--- src/rtl/pht_update_scheduler_pkg.sv ---
// Shared PHT definitions: table geometry, bank field position, the index hash,
// the init counter value and the update-buffer entry layout. The PHT read side
// imports the same hash so read and write mappings cannot diverge.
package pht_update_scheduler_pkg;

    localparam int ITEM_NUM   = 256;
    localparam int IW         = $clog2(ITEM_NUM);
    localparam int NUM_BANKS  = 4;
    localparam int FIFO_DEPTH = 4;
    localparam int BANK_LSB   = 2;
    localparam int BANK_MSB   = 3;

    localparam logic [1:0] INIT_CNT = 2'b10;

    typedef enum logic {
        ST_INIT,
        ST_RUN
    } sched_state_t;

    // One buffered update: target bank, entry index and the already-computed
    // counter value to write.
    typedef struct packed {
        logic [1:0]    bank;
        logic [IW-1:0] index;
        logic [1:0]    next;
    } upd_entry_t;

    localparam int ENTRY_W = $bits(upd_entry_t);

    // Index hash. The argument is the address field vaddr[2*IW+3:4]; the low
    // half is folded with the high half.
    function automatic logic [IW-1:0] pht_index(input logic [2*IW-1:0] hash_bits);
        return hash_bits[IW-1:0] ^ hash_bits[2*IW-1:IW];
    endfunction

    // Saturating two-bit counter step.
    function automatic logic [1:0] sat_next(input logic [1:0] count, input logic taken);
        if (taken) begin
            return (count == 2'd3) ? 2'd3 : count + 2'd1;
        end
        return (count == 2'd0) ? 2'd0 : count - 2'd1;
    endfunction

endpackage

--- src/rtl/pht_upd_fifo.sv ---
// Small synchronous FIFO with a two-wide push and a one-wide pop. When both
// pushes fire, data0 lands ahead of data1. Full/empty come from a separate
// occupancy counter so the pointers can simply wrap.
module pht_upd_fifo #(
    parameter int WIDTH = 12,
    parameter int DEPTH = 4
) (
    input  logic                     clk,
    input  logic                     rst,
    input  logic                     push0,
    input  logic [WIDTH-1:0]         data0,
    input  logic                     push1,
    input  logic [WIDTH-1:0]         data1,
    input  logic                     pop,
    output logic [WIDTH-1:0]         head,
    output logic [$clog2(DEPTH):0]   count,
    output logic [$clog2(DEPTH):0]   free
);

    localparam int AW = $clog2(DEPTH);

    logic [WIDTH-1:0] mem [DEPTH];
    logic [AW-1:0]    wptr;
    logic [AW-1:0]    rptr;
    logic [AW-1:0]    wptr_second;
    logic [AW:0]      occ;
    logic [AW:0]      push_num;

    // A lone push1 takes the slot at wptr; it only moves up when push0 also fires.
    assign wptr_second = push0 ? wptr + AW'(1) : wptr;
    assign push_num    = (AW+1)'(push0) + (AW+1)'(push1);

    // Storage writes; contents need no reset because occupancy gates every read.
    always_ff @(posedge clk) begin
        if (push0) begin
            mem[wptr] <= data0;
        end
        if (push1) begin
            mem[wptr_second] <= data1;
        end
    end

    // Pointer and occupancy bookkeeping.
    always_ff @(posedge clk) begin
        if (!rst) begin
            wptr <= '0;
            rptr <= '0;
            occ  <= '0;
        end else begin
            wptr <= wptr + AW'(push_num);
            if (pop) begin
                rptr <= rptr + AW'(1);
            end
            occ <= occ + push_num - (AW+1)'(pop);
        end
    end

    assign head  = mem[rptr];
    assign count = occ;
    assign free  = (AW+1)'(DEPTH) - occ;

endmodule

--- src/rtl/pht_update_scheduler.sv ---
// Owns the PHT write port: runs the post-reset init sweep, then accepts
// resolved-branch updates from two requesters, buffers them and writes one
// saturated counter value per cycle.
module pht_update_scheduler
    import pht_update_scheduler_pkg::*;
(
    input  logic                 clk,
    input  logic                 rst,
    input  logic                 upd0_valid,
    input  logic [31:0]          upd0_vaddr,
    input  logic [1:0]           upd0_count,
    input  logic                 upd0_taken,
    input  logic                 upd1_valid,
    input  logic [31:0]          upd1_vaddr,
    input  logic [1:0]           upd1_count,
    input  logic                 upd1_taken,
    output logic                 upd0_ready,
    output logic                 upd1_ready,
    output logic [NUM_BANKS-1:0] pht_wen,
    output logic [IW-1:0]        pht_waddr,
    output logic [1:0]           pht_wdata,
    output logic                 pht_wvld,
    output logic                 init_busy
);

    localparam int FA = $clog2(FIFO_DEPTH);

    sched_state_t         state;
    sched_state_t         state_next;
    logic [IW:0]          sweep_addr;
    logic                 sweep_done;
    upd_entry_t           entry0;
    upd_entry_t           entry1;
    upd_entry_t           head;
    logic [ENTRY_W-1:0]   head_bits;
    logic [FA:0]          fifo_count;
    logic [FA:0]          fifo_free;
    logic                 push0;
    logic                 push1;
    logic                 pop;
    logic [NUM_BANKS-1:0] wen_d;
    logic [IW-1:0]        waddr_d;
    logic [1:0]           wdata_d;
    logic                 wvld_d;
    logic                 unused_vaddr_bits;

    // The top bit of the sweep counter marks that every entry has been written.
    assign sweep_done = sweep_addr[IW];

    assign entry0 = '{bank:  upd0_vaddr[BANK_MSB:BANK_LSB],
                      index: pht_index(upd0_vaddr[2*IW+3:4]),
                      next:  sat_next(upd0_count, upd0_taken)};
    assign entry1 = '{bank:  upd1_vaddr[BANK_MSB:BANK_LSB],
                      index: pht_index(upd1_vaddr[2*IW+3:4]),
                      next:  sat_next(upd1_count, upd1_taken)};

    assign push0 = upd0_valid & upd0_ready;
    assign push1 = upd1_valid & upd1_ready;
    assign head  = upd_entry_t'(head_bits);

    assign unused_vaddr_bits = ^{upd0_vaddr[31:2*IW+4], upd0_vaddr[1:0],
                                 upd1_vaddr[31:2*IW+4], upd1_vaddr[1:0]};

    pht_upd_fifo #(
        .WIDTH (ENTRY_W),
        .DEPTH (FIFO_DEPTH)
    ) u_fifo (
        .clk   (clk),
        .rst   (rst),
        .push0 (push0),
        .data0 (entry0),
        .push1 (push1),
        .data1 (entry1),
        .pop   (pop),
        .head  (head_bits),
        .count (fifo_count),
        .free  (fifo_free)
    );

    // State register: every reset restarts the init sweep.
    always_ff @(posedge clk) begin
        if (!rst) begin
            state <= ST_INIT;
        end else begin
            state <= state_next;
        end
    end

    // Leave INIT one cycle after the last sweep write was issued; RUN is terminal.
    always_comb begin
        state_next = state;
        case (state)
            ST_INIT: if (sweep_done) state_next = ST_RUN;
            ST_RUN:  state_next = ST_RUN;
            default: state_next = ST_INIT;
        endcase
    end

    // Per-state outputs: readies, FIFO pop and the next write-port values.
    always_comb begin
        init_busy  = 1'b0;
        upd0_ready = 1'b0;
        upd1_ready = 1'b0;
        pop        = 1'b0;
        wen_d      = '0;
        waddr_d    = '0;
        wdata_d    = '0;
        wvld_d     = 1'b0;
        case (state)
            ST_INIT: begin
                init_busy = 1'b1;
                if (!sweep_done) begin
                    wen_d   = '1;
                    waddr_d = sweep_addr[IW-1:0];
                    wdata_d = INIT_CNT;
                end
            end
            ST_RUN: begin
                upd0_ready = (fifo_free != '0);
                upd1_ready = (fifo_free >= (FA+1)'(2)) ||
                             ((fifo_free == (FA+1)'(1)) && !upd0_valid);
                pop        = (fifo_count != '0);
                if (pop) begin
                    wen_d   = NUM_BANKS'(1) << head.bank;
                    waddr_d = head.index;
                    wdata_d = head.next;
                    wvld_d  = 1'b1;
                end
            end
            default: ;
        endcase
    end

    // Sweep address counter, running only while the sweep is in progress.
    always_ff @(posedge clk) begin
        if (!rst) begin
            sweep_addr <= '0;
        end else if (state == ST_INIT && !sweep_done) begin
            sweep_addr <= sweep_addr + (IW+1)'(1);
        end
    end

    // Registered PHT write port.
    always_ff @(posedge clk) begin
        if (!rst) begin
            pht_wen   <= '0;
            pht_waddr <= '0;
            pht_wdata <= '0;
            pht_wvld  <= 1'b0;
        end else begin
            pht_wen   <= wen_d;
            pht_waddr <= waddr_d;
            pht_wdata <= wdata_d;
            pht_wvld  <= wvld_d;
        end
    end

endmodule

--- config.mk ---
export PLATFORM = sky130hd
export DESIGN_NAME = pht_update_scheduler
export DESIGN_NICKNAME = d
export VERILOG_FILES = /design/src/rtl/pht_update_scheduler_pkg.sv /design/src/rtl/pht_upd_fifo.sv /design/src/rtl/pht_update_scheduler.sv
export SDC_FILE = /design/constraint.sdc
export NUM_CORES = 1
export LEC_CHECK = 0
export ABC_AREA = 0
export CORE_MARGIN = 8
export CORE_UTILIZATION = 51
export DETAILED_ROUTE_END_ITERATION = 10
export PLACE_DENSITY = 0.9
export SLEW_MARGIN = 20
export SYNTH_ARGS = -nofsm -noshare
export SYNTH_HDL_FRONTEND = slang
export SYNTH_HIERARCHICAL = 1
export SYNTH_SLANG_ARGS = --single-unit
--- constraint.sdc ---
create_clock -name clk -period 3.41 [get_ports clk]
set_clock_uncertainty 0.15 [all_clocks]
set_input_delay 1.023 -clock clk [delete_from_list [all_inputs] [get_ports clk]]
set_output_delay 1.023 -clock clk [all_outputs]
set_load 0.02 [all_outputs]
==> run_results.csv, run 1 <==
group,metric,value,unit
logic_synthesis,async_flop_share,0,%
logic_synthesis,synth-simple-area-share,8.38,%
timing,fmax,305,MHz
logic_synthesis,synth.most_common_cell,"edfxtp_1",
global_routing,grt_pass1_wl,14.1,mm
logic_synthesis,yosys_warnings,6,
worst_setup_path,arrival,2100,ps
logic_synthesis,avgSynthCellArea,14.0,um2
timing,whs,353,ps
die,io_pins,92,
die,die_h,107,um
cts,hold_buffers,0,
die,die-area,11500,um2
status,outcome,"finished clean",
logic_synthesis,ys_types,46,
timing,post-route-period-util,96.1,%
cts,cts_buffer_depth,2,
cts,cts.sinks,82,
drt,post_drt_via_cell_ratio,5.30,
logic_synthesis,synth-compound-area-share,5.78,%
final_layout,diodes,0,
power_and_ir_drop,cellLeakagePower,2.02,nW
logic_synthesis,synth-xor-area-share,5.37,%
placement,preCtsSetupSlack,-147,ps
global_routing,antenna_found_initial,0,
placement,hpwl,6.13,mm
global_routing,gr-usage-all-layers,15.9,%
cts,path_clk_slew,80,ps
global_routing,grt_busiest_layer,"met2",
logic_synthesis,ys_ff_latch,82,
placement,place.gp.congestion,0.871,
die,rows,33,
cts,h-tree-depth,3,
worst_setup_path,required,2240,ps
hold_path,hold_class,"register to register",
drt,wl_per_cell,17.3,um
logic_synthesis,synth.cell_area,4240,um2
power_and_ir_drop,ir_drop,192,uV
timing,relSlewSlack,45.4,%
timing,min_period,3280,ps
die,die_w,107,um
logic_synthesis,yosysTopAreaCellShare,34.0,%
logic_synthesis,synth_area_leader_cell,"edfxtp_1",
drt,vias,2578,
global_routing,grt-ovfl-total,0,
placement,dp.cells,470,
power_and_ir_drop,power_density,382,nW/um2
worst_setup_path,end_kind,"primary output",
flow_run,cap_violations,0,
global_routing,grt_max_degree,16,
placement,placed_cell_area,5040,um2
die,core_area,8130,um2
final_layout,nets,460,
logic_synthesis,synthMuxAreaShare,22.3,%
cts,root_buffer,"clkbuf_8",
logic_synthesis,yosys-top-cells-count,"edfxtp_1, mux2_4, dfxtp_1",
worst_setup_path,criticalPathCategory,"primary input to primary output",
final_layout,fin_cells,486,
logic_synthesis,synth_edf_count,48,
logic_synthesis,synth_nets,386,
global_routing,met1_usage,17.7,%
logic_synthesis,synth_top_family_by_area,"multiplexers",
final_layout,layout.filler_cells,575,
timing,rsz0062_at_grt,"false",
drt,routed_wl,8.43,mm
worst_setup_path,reg2reg_slack,530,ps
cts,clk_latency,350,ps
timing,setup_tns,0,ps
drt,dr.pass1.iters,4,
drt,detail-route-antenna-nets,0,
final_layout,area_growth,23.8,%
die,start_util,52.1,%
worst_setup_path,cp_max_fo,2,
final_layout,final_cell_area,5250,um2
global_routing,grt_use_met3,5.52,%
logic_synthesis,yosysSeqAreaShare,50.0,%
cts,post_cts_buffers,0,
cts,cts_tree,"yes",
final_layout,finish.utilization,64.5,%
drt,drc,0,
timing,fin_ws,133,ps
worst_setup_path,critPathLaunchType,"primary input",
timing,finalHoldViolCount,0,
placement,portBuffers,63,
global_routing,first_global_vias,2774,
final_layout,drive_above_1_share,26.5,%
drt,drt_iter0_markers,127,
logic_synthesis,yosys.area_share.adder,4.07,%
logic_synthesis,synth_area_leaders,"edfxtp_1, dfxtp_1, mux2_4",
cts,cts_buffers,9,
timing,finalMaxSlewViolations,0,
power_and_ir_drop,power,2.01,mW
logic_synthesis,synth_flop_cell,"edfxtp_1",
logic_synthesis,synthCells,302,
timing,setup_viol,0,
global_routing,use_met2,27.1,%
timing,tightestPinTransition,818,ps
## cell usage in the layout (no fill, tap or decap), types with 6 or more instances in the layout
cell type / count
a21oi_1: 7
and2_1: 10
buf_4: 7
clkbuf_8: 9
clkdlybuf4s50_1: 62
dfxtp_1: 34
edfxtp_1: 48
ha_1: 9
inv_1: 14
mux2_2: 12
mux2_4: 36
mux4_2: 12
nand2_1: 19
nor2_1: 9
o21ai_0: 6
xor2_1: 21
## critical path, cell delays in order
cell,delay (ps)
clkdlybuf4s50_1,410
nand2b_1,160
a21oi_2,150
dlygate4sd2_1,350
## state kept, by name (all words and copies together), names as in the netlist, named ones only
signal and flops:
state 1, u_fifo/wptr 2, pht_wdata 2, pht_wvld 1, u_fifo/mem 48, u_fifo/count 3, u_fifo/rptr 2, pht_wen 4
sweep_addr 9, pht_waddr 8
## final cells by class
type	count	area, um2	area share [%]
inverter	15	56.3	1.07
tap	105	131	2.50
clock buffer	9	124	2.36
sequential	82	2120	40.4
timing repair buffer	75	782	14.9
multi-input combinational	193	1950	37.2
clock inverter	7	83.8	1.60
## timing repair
item,CTS,global route
endpoints found under the hold margin,0,0
setup endpoints to repair,1,0
gates resized for setup,1,0
## path summary, 6_finish.rpt
check                                to                        from  cells past startpoint
min reg2reg  sweep_addr[7]$_SDFFE_PN0P_  sweep_addr[7]$_SDFFE_PN0P_                      2
max reg2reg  u_fifo/count[2]$_SDFF_PN0_  u_fifo/count[0]$_SDFF_PN0_                     12
min          sweep_addr[7]$_SDFFE_PN0P_  sweep_addr[7]$_SDFFE_PN0P_                      2
max                          upd1_ready                  upd0_valid                      4
## layer usage
layer / share of wire (%) / vias to the layer above
met5: 0 / -
met4: 1.7 / 0
met3: 5.9 / 14
met2: 52 / 82
met1: 41 / 1229
li1: - / 1253
## cells by family after synthesis
family | count (synthesis)
simple gates | 62
buf+inv | 27
fa+ha+maj | 14
compound gates | 31
mux | 60
xor+xnor | 26
flops | 82
## where the power goes
group          internal [mW]  total [mW]  leakage, nW  switching [mW]
sequential              1.06        1.06        0.708         0.00444
combinational          0.128       0.203         1.21          0.0746
clock                  0.404       0.738        0.110           0.334
total                   1.59        2.01         2.02           0.413
No activity file was read; power rests on OpenSTA's default activity.
==> run 2: changes to the inputs <==
--- a/config.mk
+++ b/config.mk
@@ -6,10 +6,12 @@
 export NUM_CORES = 1
 export LEC_CHECK = 0
 export ABC_AREA = 0
+export CAP_MARGIN = 25
 export CORE_MARGIN = 8
-export CORE_UTILIZATION = 51
+export CORE_UTILIZATION = 63
 export DETAILED_ROUTE_END_ITERATION = 10
-export PLACE_DENSITY = 0.9
+export DONT_BUFFER_PORTS = 1
+export PLACE_DENSITY = 0.89
 export SLEW_MARGIN = 20
 export SYNTH_ARGS = -nofsm -noshare
 export SYNTH_HDL_FRONTEND = slang
==> run_results.csv, run 2 (synthesis results as in run 1) <==
group,metric,value,unit
worst_setup_path,r2r_start,"u_fifo/count[0]$_SDFF_PN0_",
worst_setup_path,cp_max_fo,6,
timing,tightestPinTransition,839,ps
final_layout,drive_above_1_share,31.1,%
flow_run,cap_violations,0,
final_layout,largest-register,"u_fifo/mem",
drt,dr.pass1.iters,4,
global_routing,first_global_vias,2456,
drt,post_drt_via_cell_ratio,5.93,
cts,cts_buffer_depth,2,
final_layout,nets,394,
die,io_pins,92,
cts,h-tree-depth,3,
power_and_ir_drop,seq_power_share,58.2,%
final_layout,final_cell_area,4480,um2
cts,root_buffer,"clkbuf_8",
cts,cts_tree,"yes",
placement,hpwl,5.52,mm
power_and_ir_drop,combPwrFrac,6.8,%
timing,relSlewSlack,44.0,%
worst_setup_path,timing.rr.end,"u_fifo/count[2]$_SDFF_PN0_",
power_and_ir_drop,p_clk_share,34.9,%
power_and_ir_drop,ir_drop,201,uV
power_and_ir_drop,power_density,411,nW/um2
drt,detail-route-antenna-nets,0,
final_layout,layout_common_cells,"edfxtp_1, mux2_4, dfxtp_1",
placement,placed_cell_area,4300,um2
timing,setup_viol,0,
final_layout,top_regs,"u_fifo/mem: 48 flops, sweep_addr: 9 flops, pht_waddr: 8 flops",
drt,drt_iter0_markers,179,
timing,fmax,346,MHz
final_layout,layout.filler_cells,453,
cts,post_cts_buffers,0,
die,start_util,63.8,%
final_layout,diodes,0,
worst_setup_path,reg2regPathDepth,12,
global_routing,grt_max_degree,16,
hold_path,worstHoldEndpoint,"sweep_addr[3]$_SDFFE_PN0P_",
cts,path_clk_slew,80,ps
cts,clk_latency,340,ps
worst_setup_path,criticalPathCategory,"register to register",
drt,routed_wl,7.52,mm
timing,finalHoldViolCount,0,
power_and_ir_drop,power,1.84,mW
die,die_h,98.0,um
power_and_ir_drop,p_int,1.45,mW
final_layout,area_growth,5.61,%
worst_setup_path,critPathLaunchType,"register",
power_and_ir_drop,sw_frac_of_total,21.4,%
drt,wl_per_cell,19.0,um
placement,portBuffers,0,
global_routing,gr-usage-all-layers,15.9,%
cts,cts.sinks,82,
timing,post-route-period-util,84.8,%
placement,dp.cells,379,
cts,cts_buffers,9,
timing,rsz0062_at_grt,"false",
timing,setup_tns,0,ps
worst_setup_path,cpMostUsedCell,"ha_1",
worst_setup_path,path_cells,"inv_1 > ha_1 > xor2_1 > nor3_1 > nor2_1 > and2_1 > ha_1 > xor2_1 > ha_1 > fa_1 > xnor2_1 > and2_1",
power_and_ir_drop,cellLeakagePower,1.72,nW
worst_setup_path,required,3490,ps
worst_setup_path,arrival,2980,ps
hold_path,hp-start,"sweep_addr[3]$_SDFFE_PN0P_",
cts,ctsResizeCount,0,
die,core_area,6640,um2
timing,fin_ws,518,ps
placement,place.gp.congestion,0.810,
worst_setup_path,reg2reg_slack,520,ps
timing,whs,352,ps
die,die-area,9610,um2
timing,min_period,2890,ps
final_layout,layout_commonest_cell,"edfxtp_1",
hold_path,hold_class,"register to register",
worst_setup_path,end_kind,"register",
final_layout,finish.utilization,67.4,%
cts,hold_buffers,0,
die,die_w,98.0,um
drt,vias,2342,
hold_path,min_path_cells,2,
timing,finalMaxSlewViolations,0,
final_layout,fin_cells,395,
die,rows,30,
status,outcome,"finished clean",
global_routing,grt_pass1_wl,11.9,mm
final_layout,largest_reg_flops,48,
global_routing,grt-ovfl-total,0,
power_and_ir_drop,p_sw,395,uW
worst_setup_path,max_stage_delay,430,ps
global_routing,antenna_found_initial,0,
placement,preCtsSetupSlack,339,ps
worst_setup_path,cpMaxStageDelayCell,"dfxtp_1",
drt,drc,0,
run 2: cell types whose count changed in the layout (fill, tap and decap cells not counted), moves of 2 or more:
cell | before | now
buf_12 | 5 | 0
clkdlybuf4s50_1 | 62 | 0
buf_4 | 7 | 9
clkinv_2 | 4 | 2
bufinv_16 | 2 | 0
run 2: worst max path at each step:
stage,endpoint,depth (start not counted),slack [ps],from
2_1_floorplan,u_fifo/count[2]$_SDFF_PN0_,9,80,upd0_valid
3_3_place_gp,u_fifo/count[2]$_SDFF_PN0_,9,380,upd0_valid
3_5_place_dp,u_fifo/count[2]$_SDFF_PN0_,9,340,upd0_valid
4_1_cts,u_fifo/count[2]$_SDFF_PN0_,12,490,u_fifo/count[0]$_SDFF_PN0_
5_1_grt,u_fifo/count[2]$_SDFF_PN0_,12,340,u_fifo/count[0]$_SDFF_PN0_
6_report,u_fifo/count[2]$_SDFF_PN0_,12,520,u_fifo/count[0]$_SDFF_PN0_
run 2: power groups by stage:
stage	combinational (mW)	clock (mW)	sequential [mW]
6_report	0.126	0.643	1.07
5_1_grt	0.136	0.686	1.07
4_1_cts	0.127	0.653	1.07
3_5_place_dp	0.126	0	1.10
3_3_place_gp	0.117	0	1.09
2_1_floorplan	0.107	0	1.09
run 2: area by class of cell:
| class | count | area [um2] | area share (%) |
|---|---|---|---|
| Sequential cell | 82 | 2120 | 47.4 |
| Clock inverter | 4 | 23.8 | 0.531 |
| Inverter | 15 | 56.3 | 1.26 |
| Timing Repair Buffer | 9 | 67.6 | 1.51 |
| Tap cell | 80 | 100 | 2.24 |
| Clock buffer | 12 | 158 | 3.52 |
| Multi-Input combinational cell | 193 | 1950 | 43.6 |
run 2: worst max-delay path: cells and delay by family, from the launching register on:
family	cells	cell delay (ps)
xor gates and xnor gates	3	450
adders and majority gates	4	1150
buffers and inverters	1	70
DFF	1	430
and+or+nand+nor	4	550
run 2: per-layer routing:
layer | up-vias | share of wire, % | GRT usage, %
li1 | 1124 | - | -
met1 | 1138 | 40 | 17.0
met2 | 66 | 53 | 29.0
met3 | 14 | 4.5 | 3.63
met4 | 0 | 2.2 | 7.67
met5 | - | 0 | 0
==> run 3: changes to the inputs <==
--- a/config.mk
+++ b/config.mk
@@ -8,10 +8,10 @@
 export ABC_AREA = 0
 export CAP_MARGIN = 25
 export CORE_MARGIN = 8
-export CORE_UTILIZATION = 63
+export CORE_UTILIZATION = 57
 export DETAILED_ROUTE_END_ITERATION = 10
 export DONT_BUFFER_PORTS = 1
-export PLACE_DENSITY = 0.89
+export PLACE_DENSITY = 0.85
 export SLEW_MARGIN = 20
 export SYNTH_ARGS = -nofsm -noshare
 export SYNTH_HDL_FRONTEND = slang
==> constraint.sdc (replaced) <==
create_clock -name clk -period 2.44 [get_ports clk]
set_clock_uncertainty 0.15 [all_clocks]
set_input_delay 0.732 -clock clk [delete_from_list [all_inputs] [get_ports clk]]
set_output_delay 0.732 -clock clk [all_outputs]
set_load 0.02 [all_outputs]
==> run_results.csv, run 3 (synthesis results as in run 1) <==
group,metric,value,unit
global_routing,grt_max_degree,16,
timing,tightestPinTransition,575,ps
final_layout,nets,418,
die,die-area,10500,um2
status,outcome,"finished with violations",
final_layout,top_regs,"u_fifo/mem: 48 flops, sweep_addr: 9 flops, pht_waddr: 8 flops",
cts,path_clk_slew,80,ps
die,core_area,7210,um2
status,violations,"negative setup slack",
final_layout,largest_reg_flops,48,
timing,rsz0062_at_grt,"true",
worst_setup_path,max_stage_delay,330,ps
cts,clk_latency,350,ps
cts,cts_tree,"yes",
final_layout,layout_common_cells,"edfxtp_1, mux2_4, dfxtp_1",
cts,h-tree-depth,3,
global_routing,gr-usage-all-layers,16.4,%
die,die_w,102,um
cts,cts_buffers,9,
worst_setup_path,critPathLaunchType,"register",
drt,drt_iter0_markers,152,
drt,wl_per_cell,20.9,um
timing,finalMaxSlewViolations,0,
final_layout,diodes,0,
placement,place.gp.congestion,0.815,
die,rows,31,
final_layout,layout.filler_cells,484,
drt,vias,2569,
die,die_h,102,um
timing,finalHoldViolCount,0,
worst_setup_path,arrival,2510,ps
final_layout,drive_above_1_share,41.0,%
drt,post_drt_via_cell_ratio,5.87,
timing,fmax,391,MHz
placement,hpwl,5.97,mm
worst_setup_path,required,2390,ps
timing,fin_ws,-115,ps
global_routing,first_global_vias,2672,
timing,relSlewSlack,61.6,%
worst_setup_path,path_cells,"inv_2 > ha_4 > xor2_4 > nor3_2 > nor2_2 > and2_4 > buf_4 > nand4b_1 > o31ai_4 > buf_6 > clkbuf_16 > mux2_4",
power_and_ir_drop,cellLeakagePower,1.94,nW
worst_setup_path,criticalPathCategory,"register to register",
hold_path,hold_class,"primary input to register",
drt,detail-route-antenna-nets,0,
drt,dr.pass1.iters,4,
power_and_ir_drop,ir_drop,367,uV
timing,min_period,2560,ps
die,io_pins,92,
final_layout,largest-register,"u_fifo/mem",
cts,root_buffer,"clkbuf_8",
timing,setup_viol,41,
worst_setup_path,end_kind,"register",
global_routing,antenna_found_initial,0,
timing,post-route-period-util,105,%
placement,portBuffers,0,
die,start_util,58.8,%
power_and_ir_drop,power,2.66,mW
flow_run,cap_violations,0,
cts,cts_buffer_depth,2,
cts,hold_buffers,0,
drt,routed_wl,9.15,mm
worst_setup_path,cpMaxStageDelayCell,"dfxtp_2",
drt,drc,0,
worst_setup_path,cp_max_fo,8,
global_routing,grt_pass1_wl,12.9,mm
timing,whs,353,ps
cts,cts.sinks,82,
final_layout,layout_commonest_cell,"edfxtp_1",
global_routing,grt-ovfl-total,0,
final_layout,area_growth,18.2,%
power_and_ir_drop,power_density,530,nW/um2
-- run 3: where the power goes --
part	total, mW	leakage [nW]	switching [mW]	internal (mW)
logic	0.185	1.13	0.0751	0.110
clock network	0.973	0.101	0.496	0.477
registers	1.50	0.709	0.0162	1.48
total	2.66	1.94	0.587	2.07
-- run 3: cell type report --
class	count	area (um2)	area share (%)
flip-flops and latches	82	2120	42.4
multi-input cells	195	2120	42.4
repair buffers	31	388	7.74
clock buffers	10	128	2.55
well taps	99	124	2.47
clock inverters	6	66.3	1.32
inverters	15	56.3	1.12
-- run 3: through the flow --
step | util (%) | setup TNS [ps] | cells | setup WS, ps | area (um2)
after floorplan | - | -4300 | 302 | -248 | 4320
after global placement | 63.8 | -1860 | 414 | -107 | 4600
after detailed placement | 63.8 | -3390 | 414 | -116 | 4600
after CTS | 66.7 | -1320 | 430 | -83.4 | 4810
after global routing | 69.5 | -8320 | 438 | -201 | 5010
final | 69.5 | -2940 | 438 | -115 | 5010
-- run 3: worst paths after layout --
check	start	to	slack [ps]	depth (start not counted)
max	u_fifo/count[1]$_SDFF_PN0_	u_fifo/mem[3][2]$_DFFE_PP_	-120	12
min	rst	u_fifo/rptr[0]$_SDFFE_PN0P_	350	1
max reg2reg	u_fifo/count[1]$_SDFF_PN0_	u_fifo/mem[3][2]$_DFFE_PP_	-120	12
min reg2reg	sweep_addr[6]$_SDFFE_PN0P_	sweep_addr[6]$_SDFFE_PN0P_	360	2
-- run 3: critical path: cells and delay by family, from the launching register on --
kind            cells  cell delay (ps)
flops               1              330
mux                 1              290
xor+xnor            1              170
fa+ha+maj           1              150
buf+inv             4              570
compound gates      1              100
simple gates        4              540
-- run 3: metal layers --
metal  vias up  share of wire (%)  GRT usage, %
met5         -                  0             0
met4         0                3.2          10.7
met3        23                5.3          4.16
met2       117                 51          28.0
met1      1253                 40          17.7
li1       1176                  -             -
-- run 3: what timing repair did --
action                                  in CTS  in global routing
pin swaps                                    2                  6
buffers inserted                             0                  3
endpoints found under the setup margin      94                 99
resized for setup                            4                 16
cloned                                       0                  5
